==> config.mk <==
export PLATFORM = sky130hd
export DESIGN_NAME = mem_access_stage
export DESIGN_NICKNAME = d
export VERILOG_FILES = /design/src/rtl/mem_access_stage.sv
export SDC_FILE = /design/constraint.sdc
export NUM_CORES = 1
export LEC_CHECK = 0
export BUFFER_PORTS_ARGS = -buffer_cell sky130_fd_sc_hd__buf_2
export CAP_MARGIN = 20
export CORE_ASPECT_RATIO = 1.1
export CORE_MARGIN = 4
export CORE_UTILIZATION = 35
export DETAILED_ROUTE_END_ITERATION = 6
export PLACE_DENSITY_LB_ADDON = 0.08
export RECOVER_POWER = 50
export SLEW_MARGIN = 20
export SYNTH_ARGS = -nofsm -noshare
export SYNTH_HDL_FRONTEND = slang
export SYNTH_SLANG_ARGS = --single-unit
==> constraint.sdc <==
create_clock -name clk -period 5.21 [get_ports clk]
set_clock_uncertainty 0.1 [all_clocks]
set_input_delay 0.521 -clock clk [delete_from_list [all_inputs] [get_ports clk]]
set_output_delay 0.521 -clock clk [all_outputs]
set_load 0.005 [all_outputs]
==> src/rtl/mem_access_stage.sv <==
// MEM stage of the LA32R pipeline: forwards ALU results and runs load/store accesses
// over a req/ack data-memory port, with lane alignment, extension, ALE and timeout reporting.
module mem_access_stage #(
    parameter int DMEM_TIMEOUT = 255
) (
    input  logic        clk,
    input  logic        rst,
    input  logic        ex_valid,
    input  logic [31:0] ex_alu_res,
    input  logic [31:0] ex_st_data,
    input  logic [3:0]  ex_mem_op,
    input  logic        ex_rf_we,
    input  logic [4:0]  ex_rf_wa,
    output logic        mem_ready,
    output logic        dmem_req,
    output logic [3:0]  dmem_we,
    output logic [31:0] dmem_addr,
    output logic [31:0] dmem_wdata,
    input  logic        dmem_ack,
    input  logic [31:0] dmem_rdata,
    output logic        wb_valid,
    output logic        wb_rf_we,
    output logic [4:0]  wb_rf_wa,
    output logic [31:0] wb_rf_wd,
    output logic        mem_ale,
    output logic        mem_berr
);

    typedef enum logic {IDLE, BUSY} state_t;

    localparam int CW = (DMEM_TIMEOUT > 1) ? $clog2(DMEM_TIMEOUT) : 1;
    localparam logic [CW-1:0] CNT_LAST = CW'((DMEM_TIMEOUT > 0) ? DMEM_TIMEOUT - 1 : 0);

    state_t        state;
    logic [CW-1:0] cnt;
    logic [3:0]    op_q;
    logic [1:0]    off_q;
    logic          rf_we_q;
    logic [4:0]    rf_wa_q;

    logic          is_load;
    logic          is_store;
    logic          is_mem;
    logic          misaligned;
    logic [3:0]    st_we;
    logic [31:0]   st_wdata;
    logic [7:0]    ld_byte;
    logic [15:0]   ld_half;
    logic [31:0]   ld_data;
    logic          timeout_hit;

    assign mem_ready = (state == IDLE);

    // Op bits [1:0] give access size (00 byte, 01 half, 10 word) for both loads and stores.
    always_comb begin
        is_load  = 1'b0;
        is_store = 1'b0;
        case (ex_mem_op)
            4'b1000, 4'b1001, 4'b1010, 4'b1100, 4'b1101: is_load  = 1'b1;
            4'b0100, 4'b0101, 4'b0110:                   is_store = 1'b1;
            default: ;
        endcase
        is_mem     = is_load | is_store;
        misaligned = is_mem &&
                     (((ex_mem_op[1:0] == 2'b01) && ex_alu_res[0]) ||
                      ((ex_mem_op[1:0] == 2'b10) && (ex_alu_res[1:0] != 2'b00)));

        st_we    = 4'b0000;
        st_wdata = ex_st_data;
        case (ex_mem_op[1:0])
            2'b00: begin
                if (is_store) st_we = 4'b0001 << ex_alu_res[1:0];
                st_wdata = {4{ex_st_data[7:0]}};
            end
            2'b01: begin
                if (is_store) st_we = ex_alu_res[1] ? 4'b1100 : 4'b0011;
                st_wdata = {2{ex_st_data[15:0]}};
            end
            default: begin
                if (is_store) st_we = 4'b1111;
            end
        endcase
    end

    always_comb begin
        case (off_q)
            2'd0:    ld_byte = dmem_rdata[7:0];
            2'd1:    ld_byte = dmem_rdata[15:8];
            2'd2:    ld_byte = dmem_rdata[23:16];
            default: ld_byte = dmem_rdata[31:24];
        endcase
        ld_half = off_q[1] ? dmem_rdata[31:16] : dmem_rdata[15:0];
        case (op_q[1:0])
            2'b00:   ld_data = op_q[2] ? {24'b0, ld_byte} : {{24{ld_byte[7]}}, ld_byte};
            2'b01:   ld_data = op_q[2] ? {16'b0, ld_half} : {{16{ld_half[15]}}, ld_half};
            default: ld_data = dmem_rdata;
        endcase
        timeout_hit = (DMEM_TIMEOUT != 0) && (cnt == CNT_LAST);
    end

    always_ff @(posedge clk) begin
        if (rst) begin
            state      <= IDLE;
            cnt        <= '0;
            dmem_req   <= 1'b0;
            dmem_we    <= 4'b0;
            dmem_addr  <= 32'b0;
            dmem_wdata <= 32'b0;
            wb_valid   <= 1'b0;
            wb_rf_we   <= 1'b0;
            wb_rf_wa   <= 5'b0;
            wb_rf_wd   <= 32'b0;
            mem_ale    <= 1'b0;
            mem_berr   <= 1'b0;
            op_q       <= 4'b0;
            off_q      <= 2'b0;
            rf_we_q    <= 1'b0;
            rf_wa_q    <= 5'b0;
        end else begin
            mem_ale  <= 1'b0;
            mem_berr <= 1'b0;
            wb_valid <= 1'b0;
            case (state)
                IDLE: begin
                    if (ex_valid) begin
                        if (!is_mem) begin
                            wb_valid <= 1'b1;
                            wb_rf_we <= ex_rf_we;
                            wb_rf_wa <= ex_rf_wa;
                            wb_rf_wd <= ex_alu_res;
                        end else if (misaligned) begin
                            mem_ale  <= 1'b1;
                            wb_valid <= 1'b1;
                            wb_rf_we <= 1'b0;
                            wb_rf_wa <= ex_rf_wa;
                            wb_rf_wd <= ex_alu_res;
                        end else begin
                            dmem_req   <= 1'b1;
                            dmem_addr  <= {ex_alu_res[31:2], 2'b00};
                            dmem_we    <= st_we;
                            dmem_wdata <= st_wdata;
                            op_q       <= ex_mem_op;
                            off_q      <= ex_alu_res[1:0];
                            rf_we_q    <= ex_rf_we;
                            rf_wa_q    <= ex_rf_wa;
                            cnt        <= '0;
                            state      <= BUSY;
                        end
                    end
                end
                BUSY: begin
                    // Ack takes priority over a timeout landing on the same cycle.
                    if (dmem_ack) begin
                        dmem_req <= 1'b0;
                        dmem_we  <= 4'b0;
                        state    <= IDLE;
                        wb_valid <= 1'b1;
                        wb_rf_we <= op_q[3] & rf_we_q;
                        wb_rf_wa <= rf_wa_q;
                        wb_rf_wd <= op_q[3] ? ld_data : 32'b0;
                    end else if (timeout_hit) begin
                        dmem_req <= 1'b0;
                        dmem_we  <= 4'b0;
                        state    <= IDLE;
                        mem_berr <= 1'b1;
                        wb_valid <= 1'b1;
                        wb_rf_we <= 1'b0;
                        wb_rf_wa <= rf_wa_q;
                        wb_rf_wd <= {dmem_addr[31:2], off_q};
                    end else begin
                        cnt <= cnt + 1'b1;
                    end
                end
                default: state <= IDLE;
            endcase
        end
    end

endmodule

* Word-level counts from Yosys, hierarchy flattened
Cells that the tools add are included.
Operators by class: equality and inequality tests 21, shifts and indexed selects 1, reduce and logical (&&, ||, !) cells 16, add/subtract/negate cells 1, bitwise gates (word level) 6, muxes and demuxes 61
Operators with widths (count):
- $mux 32 | 8
- $pmux 32 s2 | 3
- $mux 8 | 5
- $mux 4 | 9
- $mux 5 | 5
- $pmux 8 s3 | 1
- $mux 1 | 21
- $eq 4x4->1 const B | 5
- $mux 16 | 1
- $pmux 4 s2 | 2
- $pmux 8 s2 | 1
- $eq 4x3->1 const B | 3
- $pmux 5 s2 | 1
- $add 8x1->8 const B | 1
- $eq 8x8->1 const B | 1
- $ne 2x2->1 const B | 4
- $pmux 1 s2 | 4
- $reduce_and 4->1 | 2
- $eq 2x1->1 const B | 3
- $logic_not 2->1 | 3
- $ne 3x2->1 const B | 2
- $reduce_or 3->1 | 2
- $reduce_and 5->1 | 1
- $reduce_or 5->1 | 1
- other kinds (11) | 17
Word-level totals: input port bits 110, logic and storage cells 122, register bits 129

* Depth between registers and ports, before layout
Gate-level depths: netlist of the first run.
depth after elaboration 9, mapped depth 7, depth with buffers taken out 6

* Worst setup path before layout of the first run
OpenSTA, ideal clock, no wires.
kind input-to-reg, start point input port ex_alu_res[0], end point register wb_rf_wd[28], setup slack 3.066 ns, library setup time 0.091 ns, cell stages on the path 6, data required time 5.019 ns, arrival 1.953 ns, path buffers 2, cell sequence clkbuf_1 > o21a_1 > a211oi_2 > o21ai_0 > clkbuf_1 > a311oi_1
On the way: cells in the longest elaborated chain, start to end 6, elaborated cells between the ends (all ways) 7, those cells by class eq/ne: 1; reduce/logical: 6
Ends and longest elaborated chain:
- from (decl) | RTL line 9 | input logic [31:0] ex_alu_res,
- $reduce_bool 2->1 | RTL line 66 | ((ex_mem_op[1:0] == 2'b10) && (ex_alu_res[1:0] != 2'b00)));
- $logic_and 1x1->1 | RTL line 66
- $logic_or 1x1->1 * | RTL line 65 | (((ex_mem_op[1:0] == 2'b01) && ex_alu_res[0]) ||
- $logic_and 1x1->1 * | RTL line 64 | misaligned = is_mem &&
- $ne 3x2->1 (no source line) *
- $reduce_and 3->1 (no source line) *
- to (signal assigned) | RTL line 130 | wb_rf_wd <= ex_alu_res;
- to (signal assigned) | RTL line 136 | wb_rf_wd <= ex_alu_res;
- to (signal assigned) | RTL line 160 | wb_rf_wd <= op_q[3] ? ld_data : 32'b0;
- to (decl) | RTL line 24 | output logic [31:0] wb_rf_wd,
Mark *: on every way between the ends. The rest lies on a longest branch, timed or not. A chain may end at the register's enable or synchronous reset.

* Worst setup path after layout of the first run
start point input port ex_mem_op[1], end point register wb_rf_wd[15]
On the way: cells in the longest elaborated chain, start to end 7, elaborated cells between the ends (all ways) 24, those cells by class eq/ne: 11; mux: 5; bitwise: 1; reduce/logical: 7
Ends and longest elaborated chain:
- from (decl) | RTL line 11 | input logic [3:0] ex_mem_op,
- $eq 4x4->1 or $eq 4x3->1 (tied branches) | RTL line 58 | case (ex_mem_op)
- $reduce_or 5->1 or $reduce_or 3->1 (tied branches) | RTL line 58
- $mux 1 | RTL line 58
- $or 1x1->1 | RTL line 63 | is_mem = is_load | is_store;
- $mux 32 or $logic_and 1x1->1 (tied branches) | RTL line 126, 64
- $mux 32 or $ne 3x2->1 (tied branches)
- $pmux 32 s2 or $reduce_and 3->1 (tied branches)
Several ways; a longest one is shown, not always the timed one. The select of a mux whose other input is x is not followed.

==> impl_metrics.tcl, run 1 <==
set metrics [dict create \
    status "finished, violations left" \
    violations "max-capacitance violations, max-slew violations" \
    ys_types 58 \
    place_area_sq_mm 0.00798 \
    grt_setup_unrepaired "no" \
    min-delay-path-class "in -> reg" \
    syn-instance-count 875 \
    ys_async_sr_fraction 0 \
    postCtsResizedCells 0 \
    whs_ns 0.247 \
    drv_cap 2 \
    crit_arrival_ns 3.78 \
    grt_overflow 0 \
    required_ns 5.42 \
    start_kind "input port" \
    vdd_drop_max_mv 0.225 \
    grt_pass1_wl_mm 39.1 \
    layout-drive-gt1-share 0.206 \
    crit_family "buffers and inverters" \
    layout.cells.non_filler 1298 \
    pre_cts_slack_ns 2.06 \
    leakagePower_nw 3.13 \
    final_cell_area_sq_mm 0.00850 \
    cp_cell_sequence "clkbuf_1 > inv_1 > o211ai_1 > buf_4 > a21oi_1 > o41ai_1" \
    routabilityCongestion 0.814 \
    post-cts-setup-buffers 0 \
    track_usage 0.223 \
    tns_ns 0 \
    ys_ff_latch 129 \
    yosysWarnings 0 \
    report.final.hold_viol_count 0 \
    synthToLayoutAreaGrowth_pct 24.9 \
    start_util 0.356 \
    vias_per_cell 5.54 \
    routed_wl_mm 25.2 \
    grt_max_degree 92 \
    fp-row-count 53 \
    slew_violations 46 \
    grt_antenna_before_repair 1 \
    drt_iter0_drc 466 \
    cts_tree "yes" \
    cts_sinks 129 \
    dpl.hpwl_mm 17.3 \
    die_h_um 154 \
    clkLatencyLatePin_ns 0.42 \
    htree_levels 4 \
    fmax_mhz 280 \
    finalNetCount 1150 \
    wire_per_inst_um 19.5 \
    cts_made_buffers 17 \
    portBuffers 218 \
    slowest_delay_ns 1.06 \
    drc 0 \
    max-slew-margin-rel -0.324 \
    mostFrequentLayoutCells "nand2_1, buf_2, dfxtp_1, a21oi_1, clkbuf_1" \
    die_w_um 141 \
    drtAntennaViolNets 0 \
    final_common_cell "nand2_1" \
    crit_path_end_kind "flop" \
    avgSynthCellArea_sq_um 7.77 \
    hold_buffers 0 \
    root_buffer "clkbuf_16" \
    post-place-cells 1266 \
    grt_pass1_vias 6901 \
    cts.clk_slew.worst_paths_ns 0.06 \
    final-setup-viol-count 0 \
    worst-path-buf-inv 3 \
    min_period_over_period 0.685 \
    slowest_stage "clkbuf_1" \
    yosysSeqAreaShare 0.380 \
    coreArea_sq_mm 0.0191 \
    worst_pin_slew_ns 1.99 \
    crit_type "in -> reg" \
    drt_pre_antenna_iters 5 \
    syn_area_sq_mm 0.00680 \
    n_antenna_cell 0 \
    fin_crit_ns 3.57 \
    worst_slack_ns 1.64 \
    io_pins 221 \
    vias 7189 \
    synth_ff_type "dfxtp_1" \
    dieArea_sq_mm 0.0217 \
    p_per_area_mw_per_mm2 323 \
    cp_max_fo 31 \
    synth_edf_count 0 \
    cts_max_path_buffers 2 \
]
-- tightest hold or removal path, stage by stage --
cell	delay, ns
buf_2	0.11
nand2_1	0.05
a21oi_1	0.05
-- registers in the layout, indices dropped and copies added (netlist names) --
| register | count |
|---|---|
| dmem_wdata | 32 |
| wb_rf_wd | 32 |
| dmem_addr | 30 |
| cnt | 8 |
| rf_wa_q | 5 |
| wb_rf_wa | 5 |
| dmem_we | 4 |
| op_q | 4 |
| off_q | 2 |
| dmem_req | 1 |
| mem_ale | 1 |
| mem_berr | 1 |
| rf_we_q | 1 |
| state | 1 |
| wb_rf_we | 1 |
| wb_valid | 1 |
-- power breakdown --
group | switching [mW] | total, mW | leakage [nW] | internal, mW
logic | 0.251 | 0.407 | 1.79 | 0.156
clock network | 0.491 | 1.25 | 0.283 | 0.758
registers | 0.0460 | 1.09 | 1.05 | 1.05
total | 0.788 | 2.75 | 3.13 | 1.96
-- layout make-up --
| type | instances | area [sq um] |
|---|---|---|
| clock buffers | 17 | 425 |
| clock inverters | 15 | 181 |
| fillers | 2044 | 10600 |
| inverters | 9 | 33.8 |
| multi-input cells | 651 | 3850 |
| flip-flops and latches | 129 | 2580 |
| well taps | 247 | 309 |
| repair buffers | 230 | 1110 |
-- metrics by stage --
stage                      util  power, mW
after global routing      0.445       2.87
after detailed placement  0.418       1.53
after floorplan               -       1.33
after CTS                 0.450       2.78
final                     0.445       2.75
after global placement    0.418       1.53
-- cells in the mapped netlist, types with 7 or more instances --
library cell / number / area (sq um)
a211o_1: 17 / 149
nor2_1: 54 / 203
mux2i_1: 34 / 340
a211oi_1: 47 / 353
nand2_1: 176 / 661
inv_1: 7 / 26.3
o211ai_1: 16 / 120
a311oi_1: 31 / 272
o21ai_0: 36 / 180
o31ai_1: 7 / 52.6
nand2b_1: 12 / 75.1
nand3b_1: 8 / 60.1
a21oi_1: 109 / 546
o2111ai_1: 14 / 123
clkbuf_1: 73 / 274
dfxtp_1: 129 / 2580
nor2b_1: 12 / 75.1
-- cell families after synthesis --
family,Yosys count,synth area share
AOI/OAI and AO/OA,313,0.311
xor gates and xnor gates,6,0.00773
adders and majority gates,2,0.00368
other,1,0.000551
and+or+nand+nor,290,0.184
DFF,129,0.380
muxes,38,0.0583
buffers and inverters,96,0.0552
-- worst paths after layout --
check / end / depth (start not counted) / startpoint / slack, ns
worst max register to register: wb_rf_wd[3] / 5 / state / 2.40
worst max-delay path: wb_rf_wd[15] / 6 / ex_mem_op[1] / 1.64
worst min register to register: rf_wa_q[1] / 2 / rf_wa_q[1] / 0.35
worst min-delay path: dmem_addr[7] / 3 / ex_alu_res[7] / 0.25
-- metal layers --
layer | track usage | part of all wire | vias to the layer above | wire [um]
met1 | 0.283 | 0.43 | 3375 | 10800
met4 | 0.0623 | 0.020 | 2 | 504
met2 | 0.374 | 0.48 | 252 | 12100
li1 | - | - | 3529 | -
met3 | 0.0606 | 0.072 | 31 | 1820
met5 | 0 | 0.00051 | - | 13
Note: power is estimated with default switching activity, not from simulation.
==> inputs of run 2 (changes only) <==
==> constraint.sdc (replaced) <==
create_clock -name clk -period 3.32 [get_ports clk]
set_clock_uncertainty 0.1 [all_clocks]
set_input_delay 0.332 -clock clk [delete_from_list [all_inputs] [get_ports clk]]
set_output_delay 0.332 -clock clk [all_outputs]
set_load 0.005 [all_outputs]
==> run 2 against run 1 <==
Compared with the run above:
- power increased by 54%
- routed wire length decreased by 2.4%
- worst hold slack got worse by 0.18 ns
- setup slack got worse by 0.84 ns
- global-route usage increased by 0.18 points
- combinational power increased by 57%
- the flow now finishes without violations
- non-clock buffer count increased by 8
- clock power increased by 51%
- utilization increased by 0.28 points
- via count about the same
- final cell count increased by 0.62%
- critical path depth unchanged
==> impl_metrics.tcl, run 2 (same netlist as run 1, synthesis figures left out) <==
set metrics [dict create \
    status "finished clean" \
    track_usage 0.225 \
    final_cell_area_sq_mm 0.00855 \
    power_frac_seq 0.403 \
    portBuffers 218 \
    p_per_area_mw_per_mm2 495 \
    grt_overflow 0 \
    tns_ns 0 \
    final_common_cell "nand2_1" \
    vias 7185 \
    wire_per_inst_um 18.9 \
    top_regs "dmem_wdata x32, wb_rf_wd x32, dmem_addr x30" \
    start_kind "input port" \
    final-setup-viol-count 0 \
    finish.utilization 0.448 \
    worst_pin_slew_ns 1.45 \
    dieArea_sq_mm 0.0217 \
    slowest_delay_ns 1.17 \
    leakagePower_nw 3.18 \
    cp_max_fo 27 \
    clkLatencyLatePin_ns 0.41 \
    cts_max_path_buffers 2 \
    grt_pass1_wl_mm 39.3 \
    fmax_mhz 397 \
    start_util 0.356 \
    coreArea_sq_mm 0.0191 \
    postCtsResizedCells 0 \
    cts_tree "yes" \
    root_buffer "clkbuf_16" \
    swShare 0.282 \
    place_area_sq_mm 0.00805 \
    finalNetCount 1158 \
    max-slew-margin-rel 0.0344 \
    fp-row-count 53 \
    layout-drive-gt1-share 0.211 \
    required_ns 3.57 \
    post-cts-setup-buffers 0 \
    min_period_over_period 0.759 \
    htree_levels 4 \
    drt_pre_antenna_iters 5 \
    crit_type "in -> reg" \
    n_antenna_cell 0 \
    hold_buffers 0 \
    vias_per_cell 5.50 \
    die_h_um 154 \
    grt_antenna_before_repair 1 \
    cts_made_buffers 17 \
    cp_cell_sequence "buf_2 > inv_1 > o2111ai_1 > buf_4 > nand2_1 > nor2_1" \
    dpl.hpwl_mm 17.3 \
    p_clk_frac 0.445 \
    crit_path_end_kind "flop" \
    drtAntennaViolNets 0 \
    fill_cells 2027 \
    synthToLayoutAreaGrowth_pct 25.7 \
    crit_arrival_ns 2.77 \
    grt_setup_unrepaired "no" \
    slowest_stage "o2111ai_1" \
    routed_wl_mm 24.7 \
    routabilityCongestion 0.828 \
    report.final.hold_viol_count 0 \
    drc 0 \
    pre_cts_slack_ns 0.820 \
    grt_pass1_vias 6936 \
    grt_max_degree 68 \
    post-place-cells 1274 \
    drv_cap 0 \
    mostFrequentLayoutCells "nand2_1, buf_2, dfxtp_1, a21oi_1, clkbuf_1" \
    cts.clk_slew.worst_paths_ns 0.06 \
    whs_ns 0.0634 \
    slew_violations 0 \
    switchingPower_mw 1.19 \
    layout.cells.non_filler 1306 \
    io_pins 221 \
    drt_iter0_drc 484 \
    worst_slack_ns 0.801 \
    vdd_drop_max_mv 0.354 \
    pwr-share-comb 0.151 \
    die_w_um 141 \
    min-delay-path-class "in -> reg" \
    cts_sinks 129 \
    p_int_mw 3.04 \
    power_mw 4.24 \
    fin_crit_ns 2.52 \
]
run 2: changes by cell type in the layout (fill, tap and decap cells not counted):
cell / previous run / this run
inv_1: 7 / 8
buf_12: 0 / 1
inv_2: 1 / 0
bufinv_16: 3 / 2
clkbuf_8: 0 / 2
clkinvlp_4: 5 / 3
buf_1: 3 / 0
buf_2: 159 / 161
clkinv_4: 0 / 1
clkbuf_1: 55 / 59
inv_6: 5 / 3
buf_4: 13 / 19
run 2: worst paths after layout:
kind | startpoint | endpoint | slack (ns) | cells after the start
worst max-delay path | ex_mem_op[1] | cnt[5] | 0.80 | 6
worst min-delay path | ex_rf_wa[3] | rf_wa_q[3] | 0.06 | 3
worst min register to register | dmem_wdata[24] | dmem_wdata[24] | 0.35 | 2
worst max register to register | state | wb_rf_wd[7] | 0.85 | 4
run 2: worst max-delay path, delay by kind of cell:
kind                   cells  cell delay, ns
AO/OA/AOI/OAI              1            1.17
AND/OR/NAND/NOR            2            0.30
buffers and inverters      3            0.95
run 2: power groups by stage:
stage,clock network [mW],registers [mW],logic [mW]
finish,1.89,1.71,0.641
global route,2.00,1.72,0.717
CTS,1.93,1.71,0.661
global placement,0,1.74,0.657
detailed placement,0,1.74,0.660
floorplan,0,1.73,0.359
run 2: area by class of cell:
class,count,area (sq um),area share
Tap cell,247,309,0.0361
Sequential cell,129,2580,0.302
Clock buffer,21,460,0.0538
Inverter,9,33.8,0.00395
Multi-Input combinational cell,651,3850,0.451
Timing Repair Buffer,238,1180,0.138
Clock inverter,11,128,0.0149
run 2: metal layers:
layer / wire, um / up-vias / share of wire / track usage
met5: 7 / - / 0.00028 / 0
met4: 446 / 2 / 0.018 / 0.0641
met3: 1850 / 30 / 0.075 / 0.0631
met2: 11800 / 253 / 0.48 / 0.370
met1: 10600 / 3350 / 0.43 / 0.289
li1: - / 3550 / - / -
==> inputs of run 3 (changes only) <==
==> constraint.sdc (replaced) <==
create_clock -name clk -period 2.3 [get_ports clk]
set_clock_uncertainty 0.1 [all_clocks]
set_input_delay 0.23 -clock clk [delete_from_list [all_inputs] [get_ports clk]]
set_output_delay 0.23 -clock clk [all_outputs]
set_load 0.005 [all_outputs]
==> run 3 against run 2 <==
Compared with the run above:
- design area increased by 8.9%
- routed wire length rose by 4.6%
- final cell count up 5.1%
==> impl_metrics.tcl, run 3 (same netlist as run 1, synthesis figures left out) <==
set metrics [dict create \
    die_h_um 154 \
    fp-row-count 53 \
    drv_cap 0 \
    grt_antenna_before_repair 2 \
    grt_pass1_vias 7368 \
    min-delay-path-class "in -> reg" \
    leakagePower_nw 3.47 \
    tns_ns 0 \
    grt_setup_unrepaired "no" \
    cts_made_buffers 17 \
    routabilityCongestion 0.896 \
    max-slew-margin-rel 0.401 \
    power_mw 6.69 \
    routed_wl_mm 25.8 \
    mostFrequentLayoutCells "nand2_1, buf_2, dfxtp_1, a21oi_1, clkbuf_1" \
    coreArea_sq_mm 0.0191 \
    layout-drive-gt1-share 0.202 \
    finish.utilization 0.487 \
    dieArea_sq_mm 0.0217 \
    status "finished clean" \
    cts.clk_slew.worst_paths_ns 0.06 \
    drt_pre_antenna_iters 5 \
    worstSetupStartpoint "ex_mem_op[2]" \
    fmax_mhz 461 \
    final-setup-viol-count 0 \
    drt_iter0_drc 560 \
    report.final.hold_viol_count 0 \
    track_usage 0.232 \
    clkLatencyLatePin_ns 0.42 \
    vias_per_cell 5.50 \
    slew_violations 0 \
    portBuffers 218 \
    grt_overflow 0 \
    final_common_cell "nand2_1" \
    grt_pass1_wl_mm 40.7 \
    finalNetCount 1224 \
    fin_crit_ns 2.17 \
    top_regs "dmem_wdata x32, wb_rf_wd x32, dmem_addr x30" \
    crit_type "in -> reg" \
    vias 7544 \
    p_per_area_mw_per_mm2 719 \
    start_kind "input port" \
    worst_pin_slew_ns 0.899 \
    htree_levels 4 \
    crit_path_end_kind "flop" \
    dpl.hpwl_mm 17.7 \
    wire_per_inst_um 18.8 \
    cts_sinks 129 \
    synthToLayoutAreaGrowth_pct 36.9 \
    min_from "ex_st_data[12]" \
    rr_startpoint "off_q[1]" \
    cts_max_path_buffers 2 \
    cts_tree "yes" \
    cp_max_fo 70 \
    die_w_um 141 \
    required_ns 2.52 \
    grt_max_degree 76 \
    root_buffer "clkbuf_16" \
    vdd_drop_max_mv 0.548 \
    drtAntennaViolNets 0 \
    post-cts-setup-buffers 0 \
    io_pins 221 \
    n_antenna_cell 0 \
    drc 0 \
    whs_ns 0.0196 \
    start_util 0.356 \
    crit_arrival_ns 2.39 \
    min_period_over_period 0.943 \
]
[run 3: cell count changes in the layout (fill, tap and decap cells not counted), sizes merged]
cell and delta:
dlygate4sd3 +54, clkinv -1, inv -2, bufinv +4
clkbuf +9, buf +2
[run 3: worst max-delay path, cell delays in order]
cell and delay, ns:
dlygate4sd3_1 0.53, buf_2 0.16, a211o_1 0.31, a2111oi_4 0.44, buf_12 0.33, nor2_1 0.08
a311oi_1 0.27
[run 3: stage by stage]
step	area [sq um]	setup slack (ns)	instances
floorplan	6810	0.185	876
global placement	8170	0.271	1286
detailed placement	8170	0.211	1286
CTS	9400	0.162	1372
global route	9310	0.0377	1372
finish	9310	0.132	1372
[run 3: worst paths after layout]
check	slack [ns]	end	depth (start not counted)
worst max-delay path	0.13	dmem_wdata[11]	7
worst min-delay path	0.02	dmem_wdata[12]	3
worst max register to register	0.20	wb_rf_wd[30]	6
worst min register to register	0.36	rf_wa_q[2]	2
[run 3: cell type report]
cell class / count / area [sq um]
fill: 1944 / 9790
multi-input combinational: 651 / 3870
sequential: 129 / 2580
timing repair buffer: 304 / 1830
clock buffer: 20 / 457
tap: 247 / 309
clock inverter: 12 / 229
inverter: 9 / 33.8
[run 3: power by group]
group          total, mW  internal [mW]  switching [mW]
Sequential          2.46           2.37          0.0889
Clock               3.20           2.10            1.10
Combinational       1.04          0.435           0.600
[run 3: timing repair]
item,4_1_cts,5_1_grt
resized for setup,0,0
endpoints found under the hold margin,57,0
hold buffers,54,0
[run 3: routing by layer]
metal / track usage / wire (um)
met3: 0.0584 / 1850
met1: 0.297 / 11100
met5: 0 / 21
met2: 0.370 / 11900
met4: 0.0974 / 920
